### config.mk
export PLATFORM = sky130hd
export DESIGN_NAME = fdsync_bank
export DESIGN_NICKNAME = d
export VERILOG_FILES = /design/src/rtl/fdsync_bank_pkg.sv /design/src/rtl/fdsync_chan.sv /design/src/rtl/fdsync_bank.sv
export SDC_FILE = /design/constraint.sdc
export NUM_CORES = 1
export LEC_CHECK = 0
export BUFFER_PORTS_ARGS = -buffer_cell sky130_fd_sc_hd__buf_2
export CAP_MARGIN = 10
export CELL_PAD_IN_SITES_DETAIL_PLACEMENT = 1
export CELL_PAD_IN_SITES_GLOBAL_PLACEMENT = 2
export CORE_AREA = 2 2 127 129
export CTS_CLUSTER_SIZE = 20
export DETAILED_ROUTE_END_ITERATION = 10
export DIE_AREA = 0 0 129 131
export PLACE_DENSITY_LB_ADDON = 0.1
export SLEW_MARGIN = 15
export SYNTH_ARGS = -nofsm -noshare
export SYNTH_HDL_FRONTEND = slang
export SYNTH_HIERARCHICAL = 1
export SYNTH_SLANG_ARGS = --single-unit
export TNS_END_PERCENT = 50
### constraint.sdc
create_clock -name clk -period 3.45 [get_ports clk]
set_input_delay 0.69 -clock clk [delete_from_list [all_inputs] [get_ports clk]]
set_output_delay 0.69 -clock clk [all_outputs]
set_load 0.01 [all_outputs]
### src/rtl/fdsync_bank_pkg.sv
// fdsync_bank_pkg: select-width helpers shared by the staged register bank
package fdsync_bank_pkg;
    function automatic int clog2(input int n);
        int r = 0;
        while ((1 << r) < n) r++;
        return r;
    endfunction
    function automatic int sel_width(input int n);
        return (clog2(n) < 1) ? 1 : clog2(n);
    endfunction
endpackage

### src/rtl/fdsync_chan.sv
// fdsync_chan: one channel's staging register, pending bit and active register
// FDSYNC_BANK_RDBK_EN exposes the staging register for readback
module fdsync_chan #(
    parameter int W = 16,
    parameter logic [W-1:0] RESET_VAL = '0
) (
    input  logic         clk,
    input  logic         reset,
    input  logic         immed,
    input  logic         wr_hit,
    input  logic [W-1:0] wdata,
    input  logic         commit,
`ifdef FDSYNC_BANK_RDBK_EN
    output logic [W-1:0] stg,
`endif
    output logic [W-1:0] q,
    output logic         pending,
    output logic         xfer
);
    logic [W-1:0] stg_r;
`ifdef FDSYNC_BANK_RDBK_EN
    assign stg = stg_r;
`endif
    // pending is never set on immediate channels, so it alone qualifies a transfer
    assign xfer = commit & pending;
    always_ff @(posedge clk) begin
        if (reset) begin
            stg_r   <= RESET_VAL;
            q       <= RESET_VAL;
            pending <= 1'b0;
        end else if (immed) begin
            if (wr_hit) q <= wdata;
        end else begin
            if (xfer) q <= stg_r;
            if (wr_hit) begin
                stg_r   <= wdata;
                pending <= 1'b1;
            end else if (commit) begin
                pending <= 1'b0;
            end
        end
    end
endmodule

### src/rtl/fdsync_bank.sv
// fdsync_bank: N-channel staged register bank, transferred to q on commit
// FDSYNC_BANK_RDBK_EN adds the rsel/rsrc/rdata readback mux
module fdsync_bank
    import fdsync_bank_pkg::*;
#(
    parameter int N = 4,
    parameter int W = 16,
    parameter logic [N-1:0] IMMED_MASK = '0,
    parameter logic [W-1:0] RESET_VAL = '0,
    localparam int SW = sel_width(N)
) (
    input  logic           clk,
    input  logic           reset,
    input  logic           wr,
    input  logic [SW-1:0]  wsel,
    input  logic [W-1:0]   wdata,
    input  logic           commit,
`ifdef FDSYNC_BANK_RDBK_EN
    input  logic [SW-1:0]  rsel,
    input  logic           rsrc,
    output logic [W-1:0]   rdata,
`endif
    output logic [N*W-1:0] q,
    output logic [N-1:0]   pending,
    output logic           committed
);
    logic [N-1:0] xfer;
`ifdef FDSYNC_BANK_RDBK_EN
    logic [W-1:0] stg_a [N];
    logic [W-1:0] act_a [N];
`endif
    for (genvar i = 0; i < N; i++) begin : g_chan
        fdsync_chan #(.W(W), .RESET_VAL(RESET_VAL)) u_chan (
            .clk     (clk),
            .reset   (reset),
            .immed   (IMMED_MASK[i]),
            .wr_hit  (wr && (wsel == SW'(i))),
            .wdata   (wdata),
            .commit  (commit),
`ifdef FDSYNC_BANK_RDBK_EN
            .stg     (stg_a[i]),
`endif
            .q       (q[i*W +: W]),
            .pending (pending[i]),
            .xfer    (xfer[i])
        );
`ifdef FDSYNC_BANK_RDBK_EN
        assign act_a[i] = q[i*W +: W];
`endif
    end
    always_ff @(posedge clk) begin
        if (reset) committed <= 1'b0;
        else committed <= |xfer;
    end
`ifdef FDSYNC_BANK_RDBK_EN
    // extra top bit so N == 2**SW still compares correctly
    always_comb begin
        rdata = '0;
        if ({1'b0, rsel} < (SW+1)'(N)) rdata = rsrc ? stg_a[rsel] : act_a[rsel];
    end
`endif
endmodule

Yosys cells after proc, flatten, opt, wreduce, memory -nomap -nowiden

Index checks and enable logic that the tools add are counted.

Bitwise gates (word level): 4
$mul: 0
$add $sub $neg: 0
Equality and inequality tests: 3
Divide/modulo/power cells: 0
$lt $le $gt $ge: 0
Mux-type cells: 5
Reduce and logical (&&, ||, !) cells: 10
Shift-type cells: 0

Operators with widths:

| cell                                                            | number |
|---|---|
| 2-bit nonzero test                                              | 4 |
| 1-bit 2-to-1 mux                                                | 5 |
| 1-bit bitwise AND                                               | 4 |
| 2-bit == test, second input constant                            | 2 |
| 1-bit logical AND                                               | 4 |
| 4-bit OR reduction                                              | 1 |
| 2-bit by 1-bit == test with 1-bit output, second input constant | 1 |
| 2-bit logical NOT                                               | 1 |

Memories: 0
Memory bits (writable): 0
Output and inout port bits: 69
Bits in latches: 0
Memory bits (read-only): 0
Bits of input ports: 22
Bits in registers: 133
Word-level logic and storage cells: 35

Logic depth before layout (Yosys ltp)

Gate-level depths: netlist of run 1.

Depth after elaboration: 3
Depth in mapped cells: 7
Depth with buffers taken out: 5

Hierarchy

Netlist of run 1, hierarchy kept.

By module, submodules not included:

| module      | sequential area each (µm²) | instances | area an instance (µm²) | cells each |
|---|---|---|---|---|
| fdsync_chan | 660.6                      | 4         | 1398.8                 | 152 |
| fdsync_bank | 20.0                       | 1         | 63.8                   | 9 |

Worst setup path after synthesis of run 1

OpenSTA, ideal clock, no wires.

Kind: input -> register
From: input wsel[0]
To: register g_chan[0].u_chan.stg_r[10]
Library setup time: 0.070 ns
Buffers on the path: 2
Cell stages on the path: 6
Path slack: 1.843 ns
Arrival time: 1.536 ns
Path through: nor3b_1 nor2b_1 clkbuf_2 buf_4 nand2_1 a21oi_1

Word-level cells in the longest chain between the ends: 2

Ends and longest elaborated chain:

| element              | RTL line          | source |
|---|---|---|
| start, declared      | fdsync_bank.sv:15 | `input logic [SW-1:0] wsel,` |
| 2-bit logical NOT    | fdsync_bank.sv:37 | `.wr_hit (wr && (wsel == SW'(i))),` |
| 1-bit logical AND    | fdsync_bank.sv:37 |  |
| end signal, assigned | fdsync_chan.sv:36 | `stg_r <= wdata;` |
| end, declared        | fdsync_chan.sv:20 | `logic [W-1:0] stg_r;` |

No other way between the ends.
A chain may end at the register's enable or synchronous reset.

Worst setup path in the final report of run 1

From: input commit
To: register g_chan[2].u_chan.q[15]

Word-level cells in the longest chain between the ends: 1

Ends and longest elaborated chain:

| element              | RTL line          | source |
|---|---|---|
| start, declared      | fdsync_bank.sv:17 | `input logic commit,` |
| 1-bit bitwise AND    | fdsync_chan.sv:25 | `assign xfer = commit & pending;` |
| end signal, assigned | fdsync_chan.sv:32 | `if (wr_hit) q <= wdata;` |
| end signal, assigned | fdsync_chan.sv:34 | `if (xfer) q <= stg_r;` |
| end, declared        | fdsync_chan.sv:16 | `output logic [W-1:0] q,` |

No other way between the ends.

==> results of run 1 <==
==> kinds of logic after synthesis <==
kind of cell | Yosys count
flops | 133
other cells | 1
buf+inv | 60
simple gates | 223
compound gates | 200
==> layer usage <==
metal | up-vias | track usage, % | wire (um)
li1 | 2293 | - | -
met1 | 2313 | 26.22 | 7676
met2 | 79 | 34.24 | 7981
met3 | 19 | 3.868 | 630
met4 | 0 | 6.714 | 230
met5 | - | 0 | 0
==> cell type report <==
cell class                 instances  area (um2)
clock buffer                      18       439.2
tap                              216       270.3
timing repair buffer              95       503.0
fill                            1804        8827
sequential                       133        2663
multi-input combinational        447        2673
clock inverter                    14       207.7
inverter                           4       15.01
==> through the flow <==
step	std cells	setup slack [ns]	power [mW]
after global routing	927	1.473	3.919
final	927	1.664	3.789
after global placement	895	1.255	1.833
after detailed placement	895	1.215	1.840
after CTS	927	1.675	3.833
after floorplan	640	1.843	1.747
==> worst max-delay path: cells and delay by family <==
family                 cells  cell delay, ns
AND/OR/NAND/NOR            1            0.82
AO/OA/AOI/OAI              2            0.34
buffers and inverters      1            0.27
==> power groups by stage <==
stage                     combinational, mW  clock, mW  sequential, mW
after floorplan                       0.119          0            1.63
after global placement                0.210          0            1.62
after detailed placement              0.216          0            1.62
after CTS                             0.217       2.03            1.59
after global routing                  0.240       2.09            1.59
final                                 0.216       1.98            1.59
==> flip-flops by register name (all words and copies together), names as in the netlist <==
signal                 cells
committed                  1
g_chan.u_chan/pending      4
g_chan.u_chan/q           64
g_chan.u_chan/stg_r       64
==> worst paths after layout <==
| path | startpoint | end | cells after the start |
|---|---|---|---|
| worst max register to register | g_chan[0].u_chan/pending | g_chan[0].u_chan/q[7] | 3 |
| worst min register to register | g_chan[1].u_chan/stg_r[7] | g_chan[1].u_chan/stg_r[7] | 2 |
| worst max-delay path | commit | g_chan[2].u_chan/q[15] | 4 |
| worst min-delay path | g_chan[1].u_chan/stg_r[7] | g_chan[1].u_chan/stg_r[7] | 2 |
==> cell usage in the layout (no fill, tap or decap), drive strengths merged <==
master    synthesis  layout
nand2b            4       4
and3              1       1
and2              8       8
clkinvlp          0       2
conb              1      24
nand3b           68      68
inv               4       4
nor3b             1       1
a21oi           132     132
nor2b             4       4
buf              36      95
nor2              2       2
clkbuf           20      18
nand2           129     129
a22oi            64      64
bufinv            0       5
and3b             5       5
o21ai             4       4
nor4              1       1
clkinv            0       7
dfxtp           133     133
==> metrics, run 1 <==
CTS tree done; CP max-delay cell and3b_1; most frequent cell after synthesis dfxtp_1; via count 4704; Pleak around 2.6 nW; TritonRoute pass-1 iters 4; sequence of cells on the critical path buf_2 > and3b_1 > a22oi_1 > a21oi_1; DP HPWL slightly above 10000 um; status completed; Worst Tran Pin Value between 0.9 and 1 ns; maximum net fanout on the critical path 16; Psw between 0.8 and 0.9 mW; EDFF count, synth 0; max-slew violations 0; cell accounting for the most synthesized area dfxtp_1; Clock Power Share a little over half; final hold violations 0; post-synthesis mux area share 0%; initial antenna violation count 0; Vias/cell around 5.1; Mapped Area between 0.005 and 0.006 mm2; DRC 0; most frequent cells after synthesis dfxtp_1, a21oi_1, nand2_1; Logic pwr share between 5 and 6%; largest net degree at the start of global routing 69; Worst EP required approximately 3.8 ns; CTS Buf Count 17; initial DRC count slightly below 300; Arrival @ worst endpoint between 2 and 2.5 ns; Die W 129 um; Synth Area in Simple Gates a little over a fifth; routed wire length 16520 um; Die Ht around 130 um; Syn-to-layout area delta 19.63%; Initial Util 36.28%; Routed wire per std cell between 15 and 20 um; Ys Warns 6; # rows between 40 and 50; routability cong. 0.7174; worst skew pair latency approximately 0.42 ns; Clock transition at path regs around 0.060 ns; final core occ approximately 43%; Main synth FF type dfxtp_1; Synth Area in Adders 0%; HP Class flop to flop; Slowest Stage Delay on Critical Path 0.82 ns; max-cap check violation count 0; io pins 91; CP startpoint kind primary input; CTS Sinks 133; post-CTS setup buffer count 0; RSZ-0062 raised after global routing no; FF+latch count, synth 133; FF-to-FF setup slack approximately 1.8 ns; P per Cell Area approximately 560 mW/mm2; # port buffers 90; Fmax around 0.56 GHz; vias in the first global route ~4700; largest family of logic cells by synthesized area compound AO/OA/AOI/OAI gates; Compound-Gate Fraction of Synth Area about 25%; core area 0.01560 mm2; Post-CTS Hold Buffers 0; hold slack around 0.46 ns; Synth Area in XOR/XNOR 0%; Rel. slew slack 39.97%; largest cells by area after synthesis dfxtp_1, a21oi_1, nand2_1, nand3b_1, a22oi_2; crit share post-route between 50 and 60%; syn_area_per_cell about 9.2 um2; sequential power share roughly two fifths; layout cells sized above 1 between 20% and 30%; internal power around 3 mW; Die Area ~0.017 mm2; CP Class primary input to flop; clk buf depth 2; Synth top area share 47.05%; post-synthesis sequential area ratio a little under half; fin area between 0.006 and 0.007 mm2; htree depth 4; CTS root buffer clkbuf_16; TNS Setup 0 ns; GRT Util Overall between 20% and 30%; setup violators final 0; GRT overflow 0; asr flop ratio synth 0%; Max rail drop VDD approximately 340 uV; Worst Skew slightly above 0.006 ns; switch share a little under a quarter; first-pass GRT wire length roughly 26000 um; Final min period 1.786 ns; Post-CTS Resized 0; post-synth cell types 26; ant diodes 0; Area after DPL 0.006123 mm2; post-synthesis instance total just over 600; fin nets 720; Crit. End Element flop; Post-DRT Antenna Nets 0
Power figures use the tool's default switching activity.
==> run 2, diff against run 1 <==
--- a/config.mk
+++ b/config.mk
@@ -9,10 +9,10 @@
 export CAP_MARGIN = 10
 export CELL_PAD_IN_SITES_DETAIL_PLACEMENT = 1
 export CELL_PAD_IN_SITES_GLOBAL_PLACEMENT = 2
-export CORE_AREA = 2 2 127 129
+export CORE_AREA = 2 2 139 141
 export CTS_CLUSTER_SIZE = 20
 export DETAILED_ROUTE_END_ITERATION = 10
-export DIE_AREA = 0 0 129 131
+export DIE_AREA = 0 0 141 143
 export PLACE_DENSITY_LB_ADDON = 0.1
 export SLEW_MARGIN = 15
 export SYNTH_ARGS = -nofsm -noshare
==> constraint.sdc (replaced) <==
create_clock -name clk -period 1.55 [get_ports clk]
set_input_delay 0.31 -clock clk [delete_from_list [all_inputs] [get_ports clk]]
set_output_delay 0.31 -clock clk [all_outputs]
set_load 0.01 [all_outputs]
==> metrics, run 2 (synthesis results as in run 1) <==
layout cells sized above 1 25.69% (+1.1 points); via count 4775 (+1.5%); Arrival @ worst endpoint 1.01 ns (-1.12 ns); TNS Setup 0 ns (unchanged); initial DRC count 208 (-28%); TritonRoute pass-1 iters 4 (unchanged); Logic pwr share 6.6% (+0.9 points); Initial Util 30.46% (-5.8 points); sequence of cells on the critical path buf_2; P per Cell Area 1141 mW/mm2 (+100%); switch share 22.77% (+0.23 points); Slowest Stage Delay on Critical Path 0.42 ns (-0.40 ns); maximum net fanout on the critical path 5 (-11); CTS tree done; CP Class flop to output pin; sequential power share 44.8% (+2.8 points); Vias/cell 4.984 (-1.8%); Max rail drop VDD 714.6 uV (+110%); setup violators final 0 (unchanged); CP startpoint kind flop; post-CTS setup buffer count 0 (unchanged); # port buffers 90 (unchanged); vias in the first global route 4828 (+2.4%); HP Class primary input to flop; Post-CTS Hold Buffers 0 (unchanged); Die W 141 um (+9.3%); htree depth 4 (unchanged); Sequential Area 0.002663 mm2 (unchanged); Worst Tran Pin Value 0.6858 ns (-0.2146 ns); io pins 91 (unchanged); worst skew pair latency 0.41 ns (about the same); internal power 6.106 mW (+110%); status completed; Crit. End Element output pin; CP max-delay cell dfxtp_1; Worst Skew 0.003951 ns (-0.002184 ns); most frequent cells in the layout dfxtp_1, a21oi_1, nand2_1; filler instances 2162 (+20%); max-cap check violation count 0 (unchanged); crit share post-route 85.46%; Post-DRT Antenna Nets 0 (unchanged); Die Area 0.02016 mm2 (+19%); routed wire length 17010 um (+3.0%); core area 0.01858 mm2 (+19%); CTS Sinks 133 (unchanged); CTS root buffer clkbuf_16; Multi-input gate area 0.002673 mm2 (unchanged); Fmax between 0.7 and 0.8 GHz; DP HPWL 10760 um (+5.0%); Clock Power Share 48.7% (-3.6 points); # rows 50 (+8.7%); Top Registers g_chan.u_chan/q: 64 flops, g_chan.u_chan/stg_r: 64 flops, g_chan.u_chan/pending: 4 flops; CTS Buf Count 17 (unchanged); largest net degree at the start of global routing 48 (-30%); Final min period around 1.3 ns; DRC 0 (unchanged); ant diodes 0 (unchanged); Post-CTS Resized 0 (unchanged); first-pass GRT wire length 26940 um (+4.6%); routability cong. 0.6950 (-3.1%); Routed wire per std cell 17.76 um (-0.36%); initial antenna violation count 0 (unchanged); Rel. slew slack 54.28% (+14 points); CP delay by family, top flip-flops; Pleak 2.667 nW (+2.8%); Clock transition at path regs 0.06 ns (about the same); Syn-to-layout area delta 22.40%; CP bufs+invs 1 (unchanged); Die Ht 143 um (+9.2%); fin nets 736 (+2.2%); clk buf depth 2 (unchanged); GRT overflow 0 (unchanged); RSZ-0062 raised after global routing no; Worst EP required 1.24 ns (-2.55 ns); max-slew violations 0 (unchanged); GRT Util Overall 17.60% (-2.7 points); final hold violations 0 (unchanged); commonest non-fill, non-tap cell in the layout dfxtp_1; Pwr Total 7.906 mW (+110%); Psw 1.800 mW (+110%)
==> run 2: routing by layer <==
layer  GRT usage, %  wire length [um]  share of wire, %
met1          23.38              8148                48
met2          28.99              7998                47
met3          3.119               682               4.0
met4          6.000               180               1.1
met5              0                 0                 0
==> run 2: metrics by stage <==
stage | hold slack, ns | area, um2 | utilization [%] | setup WS [ns] | cells
after floorplan | 0.3824 | 5746 | - | 0.3231 | 640
after global placement | 0.4415 | 6366 | 34.26 | 0.1656 | 929
after detailed placement | 0.4482 | 6366 | 34.26 | 0.07496 | 929
after CTS | 0.2458 | 6927 | 37.28 | 0.1884 | 958
after global routing | 0.2596 | 6927 | 37.28 | 0.1287 | 958
final | 0.2653 | 6927 | 37.28 | 0.2253 | 958
==> run 2: final timing paths <==
path,from,to,slack [ns],cells after the start
hold reg to reg,g_chan[0].u_chan/stg_r[8],g_chan[0].u_chan/stg_r[8],0.45,2
hold / removal,reset,g_chan[0].u_chan/q[8],0.27,2
setup reg to reg,g_chan[1].u_chan/pending,g_chan[1].u_chan/q[1],0.36,3
setup / recovery,g_chan[3].u_chan/pending,pending[3],0.23,1
==> run 2: final cells by class <==
| type | count | area share [%] |
|---|---|---|
| multi-input cells | 447 | 38.58 |
| well taps | 234 | 4.227 |
| flip-flops and latches | 133 | 38.44 |
| clock inverters | 4 | 0.6503 |
| repair buffers | 111 | 10.44 |
| clock buffers | 25 | 7.442 |
| inverters | 4 | 0.2168 |
==> run 2: power groups by stage <==
stage / registers (mW) / clock network (mW) / logic [mW]
finish: 3.54 / 3.85 / 0.520
global route: 3.55 / 4.12 / 0.573
CTS: 3.54 / 3.95 / 0.520
detailed placement: 3.61 / 0 / 0.518
global placement: 3.61 / 0 / 0.508
floorplan: 3.62 / 0 / 0.265
